===== src/rtl/riscv_mem_arbiter_if.sv =====
// Bus bundle for riscv_mem_arbiter: fetch port, load/store port and the RAM port.
// The arbiter uses the slave view; the core/RAM side uses the master view.
interface riscv_mem_arbiter_if #(
  parameter int WORD_LENGTH = 32
);
  logic                   if_req;
  logic [WORD_LENGTH-1:0] if_addr;
  logic                   if_ready;
  logic                   if_rvalid;
  logic [WORD_LENGTH-1:0] if_rdata;
  logic                   if_err;

  logic                   d_req;
  logic                   d_we;
  logic [1:0]             d_size;
  logic [WORD_LENGTH-1:0] d_addr;
  logic [WORD_LENGTH-1:0] d_wdata;
  logic                   d_ready;
  logic                   d_rvalid;
  logic [WORD_LENGTH-1:0] d_rdata;
  logic                   d_err;

  logic                   mem_en;
  logic                   mem_we;
  logic [3:0]             mem_be;
  logic [WORD_LENGTH-1:0] mem_addr;
  logic [WORD_LENGTH-1:0] mem_wdata;
  logic [WORD_LENGTH-1:0] mem_rdata;

  modport slave (
    input  if_req, if_addr, d_req, d_we, d_size, d_addr, d_wdata, mem_rdata,
    output if_ready, if_rvalid, if_rdata, if_err,
    output d_ready, d_rvalid, d_rdata, d_err,
    output mem_en, mem_we, mem_be, mem_addr, mem_wdata
  );

  modport master (
    output if_req, if_addr, d_req, d_we, d_size, d_addr, d_wdata, mem_rdata,
    input  if_ready, if_rvalid, if_rdata, if_err,
    input  d_ready, d_rvalid, d_rdata, d_err,
    input  mem_en, mem_we, mem_be, mem_addr, mem_wdata
  );
endinterface


===== src/rtl/riscv_mem_arbiter.sv =====
// Single-port RAM arbiter for fetch and load/store: data-first priority with a
// fetch starvation guard, byte-lane store alignment and right-justified loads.
module riscv_mem_arbiter #(
  parameter int WORD_LENGTH = 32,
  parameter int NUM_MEM     = 200,
  parameter int MAX_WAIT    = 4
) (
  input logic                clk,
  input logic                rst,
  riscv_mem_arbiter_if.slave bus
);

  localparam int CW = $clog2(MAX_WAIT + 1);
  localparam logic [CW-1:0] MAX_CNT = CW'(MAX_WAIT);
  localparam logic [WORD_LENGTH:0] MEM_LIMIT = (WORD_LENGTH + 1)'(NUM_MEM);

  // True when the access would touch a byte at or beyond NUM_MEM.
  function automatic logic out_of_range(input logic [WORD_LENGTH-1:0] addr,
                                        input logic [2:0] nbytes);
    logic [WORD_LENGTH:0] last;
    last = {1'b0, addr} + {{(WORD_LENGTH - 2){1'b0}}, nbytes};
    return last > MEM_LIMIT;
  endfunction

  logic [CW-1:0]          starve_q, starve_d;
  logic                   rsp_if_q, rsp_d_q, rsp_err_q, rsp_we_q;
  logic [1:0]             rsp_size_q, rsp_off_q;

  logic [2:0]             d_bytes_s;
  logic                   d_misal_s;
  logic [3:0]             be_base_s;
  logic                   d_ill_s, if_ill_s;
  logic                   d_win_s, i_win_s, sel_ill_s, sel_we_s, mem_en_s;
  logic [WORD_LENGTH-1:0] sel_addr_s, mem_addr_s, mem_wdata_s;
  logic [3:0]             mem_be_s;
  logic [WORD_LENGTH-1:0] shifted_s, load_s, if_rdata_s, d_rdata_s;

  // Data-port size decode: access width, alignment and store lane pattern.
  always_comb begin
    d_bytes_s = 3'd4;
    d_misal_s = 1'b1;
    be_base_s = 4'b1111;
    case (bus.d_size)
      2'd0: begin
        d_bytes_s = 3'd1;
        d_misal_s = 1'b0;
        be_base_s = 4'b0001;
      end
      2'd1: begin
        d_bytes_s = 3'd2;
        d_misal_s = bus.d_addr[0];
        be_base_s = 4'b0011;
      end
      2'd2: begin
        d_bytes_s = 3'd4;
        d_misal_s = (bus.d_addr[1:0] != 2'b00);
        be_base_s = 4'b1111;
      end
      default: begin
        d_bytes_s = 3'd4;
        d_misal_s = 1'b1;
        be_base_s = 4'b1111;
      end
    endcase
  end

  assign d_ill_s  = d_misal_s | out_of_range(bus.d_addr, d_bytes_s);
  assign if_ill_s = (bus.if_addr[1:0] != 2'b00) | out_of_range(bus.if_addr, 3'd4);

  // Arbitration and RAM command; reset blocks any grant so outputs stay quiet.
  always_comb begin
    d_win_s     = 1'b0;
    i_win_s     = 1'b0;
    sel_ill_s   = 1'b0;
    sel_we_s    = 1'b0;
    sel_addr_s  = '0;
    mem_en_s    = 1'b0;
    mem_be_s    = 4'b0000;
    mem_addr_s  = '0;
    mem_wdata_s = '0;
    d_win_s = !rst && bus.d_req && !(bus.if_req && (starve_q == MAX_CNT));
    i_win_s = !rst && bus.if_req && !d_win_s;
    if (d_win_s) begin
      sel_ill_s  = d_ill_s;
      sel_addr_s = bus.d_addr;
      sel_we_s   = bus.d_we;
    end else begin
      sel_ill_s  = if_ill_s;
      sel_addr_s = bus.if_addr;
      sel_we_s   = 1'b0;
    end
    mem_en_s = (d_win_s || i_win_s) && !sel_ill_s;
    if (mem_en_s) begin
      mem_addr_s = {sel_addr_s[WORD_LENGTH-1:2], 2'b00};
      if (sel_we_s) begin
        mem_be_s    = be_base_s << sel_addr_s[1:0];
        mem_wdata_s = bus.d_wdata << {sel_addr_s[1:0], 3'b000};
      end else begin
        mem_be_s    = 4'b1111;
        mem_wdata_s = '0;
      end
    end else begin
      mem_addr_s = '0;
    end
  end

  // Starvation counter next state: counts cycles a pending fetch loses.
  always_comb begin
    starve_d = starve_q;
    if (!bus.if_req || i_win_s) begin
      starve_d = '0;
    end else if (starve_q != MAX_CNT) begin
      starve_d = starve_q + CW'(1);
    end else begin
      starve_d = starve_q;
    end
  end

  // Starvation counter and response tag registers.
  always_ff @(posedge clk or posedge rst) begin
    if (rst) begin
      starve_q   <= '0;
      rsp_if_q   <= 1'b0;
      rsp_d_q    <= 1'b0;
      rsp_err_q  <= 1'b0;
      rsp_we_q   <= 1'b0;
      rsp_size_q <= 2'd0;
      rsp_off_q  <= 2'd0;
    end else begin
      starve_q   <= starve_d;
      rsp_if_q   <= i_win_s;
      rsp_d_q    <= d_win_s;
      rsp_err_q  <= sel_ill_s;
      rsp_we_q   <= sel_we_s;
      rsp_size_q <= bus.d_size;
      rsp_off_q  <= sel_addr_s[1:0];
    end
  end

  // Response data: right-justify the addressed lanes and zero-fill above size.
  always_comb begin
    shifted_s = bus.mem_rdata >> {rsp_off_q, 3'b000};
    load_s    = shifted_s;
    case (rsp_size_q)
      2'd0:    load_s = {{(WORD_LENGTH - 8){1'b0}}, shifted_s[7:0]};
      2'd1:    load_s = {{(WORD_LENGTH - 16){1'b0}}, shifted_s[15:0]};
      default: load_s = shifted_s;
    endcase
    if (rsp_if_q && !rsp_err_q) begin
      if_rdata_s = bus.mem_rdata;
    end else begin
      if_rdata_s = '0;
    end
    if (rsp_d_q && !rsp_err_q && !rsp_we_q) begin
      d_rdata_s = load_s;
    end else begin
      d_rdata_s = '0;
    end
  end

  assign bus.if_ready  = i_win_s;
  assign bus.d_ready   = d_win_s;
  assign bus.mem_en    = mem_en_s;
  assign bus.mem_we    = mem_en_s && sel_we_s;
  assign bus.mem_be    = mem_be_s;
  assign bus.mem_addr  = mem_addr_s;
  assign bus.mem_wdata = mem_wdata_s;
  assign bus.if_rvalid = rsp_if_q;
  assign bus.if_err    = rsp_if_q && rsp_err_q;
  assign bus.if_rdata  = if_rdata_s;
  assign bus.d_rvalid  = rsp_d_q;
  assign bus.d_err     = rsp_d_q && rsp_err_q;
  assign bus.d_rdata   = d_rdata_s;

endmodule

===== src/flat_wrapper.sv =====
// flat-port wrapper written by rule: the top's interface ports become plain ports
module riscv_mem_arbiter_flat 
#(
  parameter int WORD_LENGTH = 32,
  parameter int NUM_MEM     = 200,
  parameter int MAX_WAIT    = 4
)
  (clk, rst, bus_if_req, bus_if_addr, bus_d_req, bus_d_we, bus_d_size, bus_d_addr, bus_d_wdata, bus_mem_rdata, bus_if_ready, bus_if_rvalid, bus_if_rdata, bus_if_err, bus_d_ready, bus_d_rvalid, bus_d_rdata, bus_d_err, bus_mem_en, bus_mem_we, bus_mem_be, bus_mem_addr, bus_mem_wdata);
  riscv_mem_arbiter_if #(.WORD_LENGTH(WORD_LENGTH)) bus_i ();
  input logic clk;
  input logic rst;
  input wire logic [$bits(bus_i.if_req)-1:0] bus_if_req;
  input wire logic [$bits(bus_i.if_addr)-1:0] bus_if_addr;
  input wire logic [$bits(bus_i.d_req)-1:0] bus_d_req;
  input wire logic [$bits(bus_i.d_we)-1:0] bus_d_we;
  input wire logic [$bits(bus_i.d_size)-1:0] bus_d_size;
  input wire logic [$bits(bus_i.d_addr)-1:0] bus_d_addr;
  input wire logic [$bits(bus_i.d_wdata)-1:0] bus_d_wdata;
  input wire logic [$bits(bus_i.mem_rdata)-1:0] bus_mem_rdata;
  output wire logic [$bits(bus_i.if_ready)-1:0] bus_if_ready;
  output wire logic [$bits(bus_i.if_rvalid)-1:0] bus_if_rvalid;
  output wire logic [$bits(bus_i.if_rdata)-1:0] bus_if_rdata;
  output wire logic [$bits(bus_i.if_err)-1:0] bus_if_err;
  output wire logic [$bits(bus_i.d_ready)-1:0] bus_d_ready;
  output wire logic [$bits(bus_i.d_rvalid)-1:0] bus_d_rvalid;
  output wire logic [$bits(bus_i.d_rdata)-1:0] bus_d_rdata;
  output wire logic [$bits(bus_i.d_err)-1:0] bus_d_err;
  output wire logic [$bits(bus_i.mem_en)-1:0] bus_mem_en;
  output wire logic [$bits(bus_i.mem_we)-1:0] bus_mem_we;
  output wire logic [$bits(bus_i.mem_be)-1:0] bus_mem_be;
  output wire logic [$bits(bus_i.mem_addr)-1:0] bus_mem_addr;
  output wire logic [$bits(bus_i.mem_wdata)-1:0] bus_mem_wdata;
  assign bus_i.if_req = bus_if_req;
  assign bus_i.if_addr = bus_if_addr;
  assign bus_i.d_req = bus_d_req;
  assign bus_i.d_we = bus_d_we;
  assign bus_i.d_size = bus_d_size;
  assign bus_i.d_addr = bus_d_addr;
  assign bus_i.d_wdata = bus_d_wdata;
  assign bus_i.mem_rdata = bus_mem_rdata;
  assign bus_if_ready = bus_i.if_ready;
  assign bus_if_rvalid = bus_i.if_rvalid;
  assign bus_if_rdata = bus_i.if_rdata;
  assign bus_if_err = bus_i.if_err;
  assign bus_d_ready = bus_i.d_ready;
  assign bus_d_rvalid = bus_i.d_rvalid;
  assign bus_d_rdata = bus_i.d_rdata;
  assign bus_d_err = bus_i.d_err;
  assign bus_mem_en = bus_i.mem_en;
  assign bus_mem_we = bus_i.mem_we;
  assign bus_mem_be = bus_i.mem_be;
  assign bus_mem_addr = bus_i.mem_addr;
  assign bus_mem_wdata = bus_i.mem_wdata;
  riscv_mem_arbiter #(.WORD_LENGTH(WORD_LENGTH), .NUM_MEM(NUM_MEM), .MAX_WAIT(MAX_WAIT)) u_core (.clk(clk), .rst(rst), .bus(bus_i));
endmodule

===== config.mk =====
export PLATFORM = sky130hd
export DESIGN_NAME = riscv_mem_arbiter_flat
export DESIGN_NICKNAME = d
export VERILOG_FILES = /design/src/rtl/riscv_mem_arbiter_if.sv /design/src/rtl/riscv_mem_arbiter.sv /design/src/flat_wrapper.sv
export SDC_FILE = /design/constraint.sdc
export NUM_CORES = 1
export LEC_CHECK = 0
export BUFFER_PORTS_ARGS = -buffer_cell sky130_fd_sc_hd__buf_2
export CAP_MARGIN = 30
export CORE_AREA = 2 2 106 108
export CTS_CLUSTER_SIZE = 12
export DETAILED_ROUTE_END_ITERATION = 12
export DIE_AREA = 0 0 108 110
export PLACE_DENSITY_LB_ADDON = 0.3
export SYNTH_ARGS = -nofsm -noshare
export SYNTH_HDL_FRONTEND = slang
export SYNTH_SLANG_ARGS = --single-unit

===== constraint.sdc =====
create_clock -name clk -period 7.8 [get_ports clk]
set_input_delay 0.39 -clock clk [delete_from_list [all_inputs] [get_ports clk]]
set_output_delay 0.39 -clock clk [all_outputs]
set_load 0.02 [all_outputs]

==> results summary <==
After synthesis, the netlist uses 76 different library cells. In this run, synthesis inferred 0 flip-flops with an integrated enable. After detailed routing, the number of remaining DRC violations is 0. The maximum clock frequency is around 240 MHz. Summed over all instances, the cell type with the most area after synthesis is sky130_fd_sc_hd__mux2i_1. The total overflow left after global routing is 0. The quantity of hold-fixing buffers added after cts came out at 0. The initial antenna violation count is 3. The number of vias per cell is 5.40. The number of violations of the max-capacitance limit came out at 0.

The setup total negative slack came out at 0 ns. The number of buffers added by the clock tree synthesis step is 3. The launching element type of the critical path is an input pin. Ranked by total cell area, the synthesized netlist is headed by sky130_fd_sc_hd__mux2i_1, sky130_fd_sc_hd__and2_1, sky130_fd_sc_hd__nand2_1. The number of global-route vias before repair is between 4000 and 5000. The critical path is of the input pin to primary output type. The average footprint of a synthesized cell is 6.98 sq um. The gate count of the mapped netlist came out at 593. Clock tree synthesis selected as its root buffer the cell sky130_fd_sc_hd__clkbuf_8. The global-route wire length before repair came out at approximately 23000 um. The cell area after placement came out at 5350 sq um.

Measured against its own limit, the worst slew margin works out to 0.389. The total detailed-routing wirelength came out at 15400 um. In this run, post-CTS repair resized a total of 0 instances. The core area came out at 10700 sq um. In the synthesized netlist, the cells that appear most often are sky130_fd_sc_hd__nand2_1, sky130_fd_sc_hd__nor2_1, sky130_fd_sc_hd__and2_1. The flip-flop and latch count after synthesis is 11.

The fill cell total of the finished layout is 1155. The detailed router's first-iteration violation count came out at 364. The worst hold path belongs to the class input pin to asynchronous set/reset pin. The routability congestion estimate from global placement came out at approximately 0.9.

The most common cell in the synthesized netlist is sky130_fd_sc_hd__nand2_1. The warning count from the yosys run is 0. The type of destination of the critical path is a primary output. The number of nets with antenna violations after routing came out at 0. Across every metal layer, demand over resource in global routing totals 0.241. The most used flip-flop cell after synthesis is sky130_fd_sc_hd__dfrtp_1. The row count came out at 38.

The CTS H-tree depth came out at 1. Pin placement for this block handled 275 I/O pins. The final HPWL from detailed placement came out at 13000 um. No sink is reached through more buffers than the 2 on the longest clock path. The iteration count of the initial detailed-routing pass came out at 6.

The TritonCTS sink count is 11. Setup violations remaining at the end of the flow were counted as 0. The clock latency on the worst-skew pair is ~0.24 ns.

The final critical path time including I/O delays and setup is 4.11 ns. The fraction of registers with async set or reset after synthesis came out at 1.00. The final clock period utilization by the worst path came out at 0.527. After detailed routing, the average wire length per cell comes to 16.0 um. In this run the vertical extent of the chip is 110 um.

The tightest hold path in the finished design has a slack of 0.181 ns. The multi-input combinational cell area is 3540 sq um. The power density normalized to cell area came out at about 60 nW/um^2. The final route contains roughly 5200 vias. The final design utilization came out at 0.505. The final net count came out at 965. The die footprint is 11900 sq um. The post-CTS setup buffer count came out at 0. Setup repair after global routing left no endpoint under its margin.

The area share of the largest cell type after synthesis came out at 0.0871. TritonCTS built the clock tree. The clock slew at the register clock pins of the worst setup and hold paths came out at 0.05 ns. For the pin with the worst max-slew slack, the measured transition is 0.912 ns. Registers take 275 sq um. The leakage power came out at 2.65 nW. The area of all placed cells without fillers came out at 5400 sq um.

The maximum fanout along the worst path is between 40 and 50. Entering global routing, the biggest net connects 46 pins. The sequential area share after synthesis is 0.0665. Data arrives at the worst endpoint at between 3 and 4 ns. The area of the mapped netlist is 4140 sq um. The required time at the worst-slack endpoint is 7.41 ns. The number of cells on the worst reg-to-reg path came out at 7. The worst IR drop on VDD is 0.0000439 V. The hold violation count in the final report is 0. The fraction of final layout cells with drive strength greater than 1 came out at 0.384.

Across the routed clock network, the largest skew measured is 0.00525 ns. The final max-slew violation count is 0. The flow ran to the end, and the final reports show no timing, DRC or antenna violations.

The starting density of the core came out at 0.387. The die boundary width came out at 108 um. The count of buffers inserted at the top-level ports is 249.

The area growth from synthesis to layout is 30.5%. The overall power is 0.323 mW.
[where the power goes]
part           switching (mW)  internal, mW  leakage [nW]
clock                  0.0204        0.0358        0.0228
sequential            0.00515        0.0602         0.135
combinational           0.126        0.0755          2.50
total                   0.151         0.172          2.65
[sequential cells by signal, summed over array words and instances, names as in the netlist]
signal                count
u_core.starve_q           3
u_core.rsp_off_q          2
u_core.rsp_size_q         2
u_core.bus.d_rvalid       1
u_core.bus.if_rvalid      1
u_core.rsp_err_q          1
u_core.rsp_we_q           1
[critical path: stages]
cell	delay [ns]
sky130_fd_sc_hd__buf_2	0.15
sky130_fd_sc_hd__nor2_1	0.16
sky130_fd_sc_hd__ha_1	0.23
sky130_fd_sc_hd__fa_1	0.42
sky130_fd_sc_hd__or2_2	0.32
sky130_fd_sc_hd__or3_1	0.36
sky130_fd_sc_hd__nand3_1	0.09
sky130_fd_sc_hd__o311a_1	0.16
sky130_fd_sc_hd__o32a_1	0.15
sky130_fd_sc_hd__and4_1	0.25
sky130_fd_sc_hd__a32oi_4	0.11
sky130_fd_sc_hd__buf_4	0.36
sky130_fd_sc_hd__a2111oi_2	0.31
sky130_fd_sc_hd__buf_2	0.23
[final timing paths]
kind                               startpoint              endpoint  slack [ns]
setup / recovery                bus_d_size[1]     bus_mem_wdata[26]        3.69
hold / removal                            rst    u_core.starve_q[1]        0.18
setup reg to reg           u_core.starve_q[0]   u_core.rsp_off_q[0]        5.13
hold reg to reg            u_core.starve_q[1]    u_core.starve_q[1]        0.57
max in group asynchronous                 rst   u_core.rsp_off_q[1]        7.30
min in group clk                bus_d_size[0]  u_core.rsp_size_q[0]        0.35
[cells by family (layout without fill, tap and decap cells)]
| logic type | count (synthesis) | in the layout | synth area share |
|---|---|---|---|
| compound gates | 121 | 121 | 0.237 |
| xor+xnor | 13 | 13 | 0.0275 |
| fa+ha+maj | 8 | 8 | 0.0260 |
| buf+inv | 71 | 275 | 0.102 |
| flops | 11 | 11 | 0.0665 |
| mux | 37 | 37 | 0.0898 |
| other cells | 1 | 28 | 0.000906 |
| simple gates | 331 | 331 | 0.451 |
[stage by stage]
| stage | cells | setup slack, ns |
|---|---|---|
| after global routing | 964 | 3.40 |
| final | 964 | 3.69 |
| after floorplan | 617 | 4.15 |
| after detailed placement | 957 | 3.68 |
| after CTS | 961 | 3.66 |
| after global placement | 957 | 3.80 |
[placed cells by master (no fill, tap or decap), types with 4 or more instances in the layout]
master	n
sky130_fd_sc_hd__a2111oi_2	6
sky130_fd_sc_hd__a211oi_1	18
sky130_fd_sc_hd__a21oi_1	24
sky130_fd_sc_hd__a21oi_2	10
sky130_fd_sc_hd__a22oi_1	8
sky130_fd_sc_hd__a31oi_1	6
sky130_fd_sc_hd__and2_1	47
sky130_fd_sc_hd__and3_1	11
sky130_fd_sc_hd__and4_1	8
sky130_fd_sc_hd__buf_2	249
sky130_fd_sc_hd__buf_4	6
sky130_fd_sc_hd__conb_1	25
sky130_fd_sc_hd__dfrtp_1	11
sky130_fd_sc_hd__ha_1	7
sky130_fd_sc_hd__inv_1	13
sky130_fd_sc_hd__mux2i_1	35
sky130_fd_sc_hd__nand2_1	75
sky130_fd_sc_hd__nand3_1	27
sky130_fd_sc_hd__nand3b_1	4
sky130_fd_sc_hd__nand4_1	13
sky130_fd_sc_hd__nor2_1	58
sky130_fd_sc_hd__nor2b_1	13
sky130_fd_sc_hd__nor3_1	22
sky130_fd_sc_hd__nor3_2	17
sky130_fd_sc_hd__nor4_1	6
sky130_fd_sc_hd__o211ai_1	7
sky130_fd_sc_hd__o21ai_0	9
sky130_fd_sc_hd__o22ai_1	4
sky130_fd_sc_hd__xnor2_1	8
sky130_fd_sc_hd__xor2_1	5
[area by class of cell]
type,count,share of cell area
flip-flops and latches,11,0.0510
well taps,140,0.0324
repair buffers,255,0.239
diodes,3,0.00139
multi-input cells,535,0.657
clock buffers,4,0.00834
inverters,16,0.0111
[layer usage]
metal,vias up,part of all wire,GRT usage
li1,2587,-,-
met2,236,0.51,0.457
met1,2358,0.39,0.277
met5,-,0,0
met4,0,0.021,0.0760
met3,22,0.076,0.0341
Power figures use the tool's default switching activity.
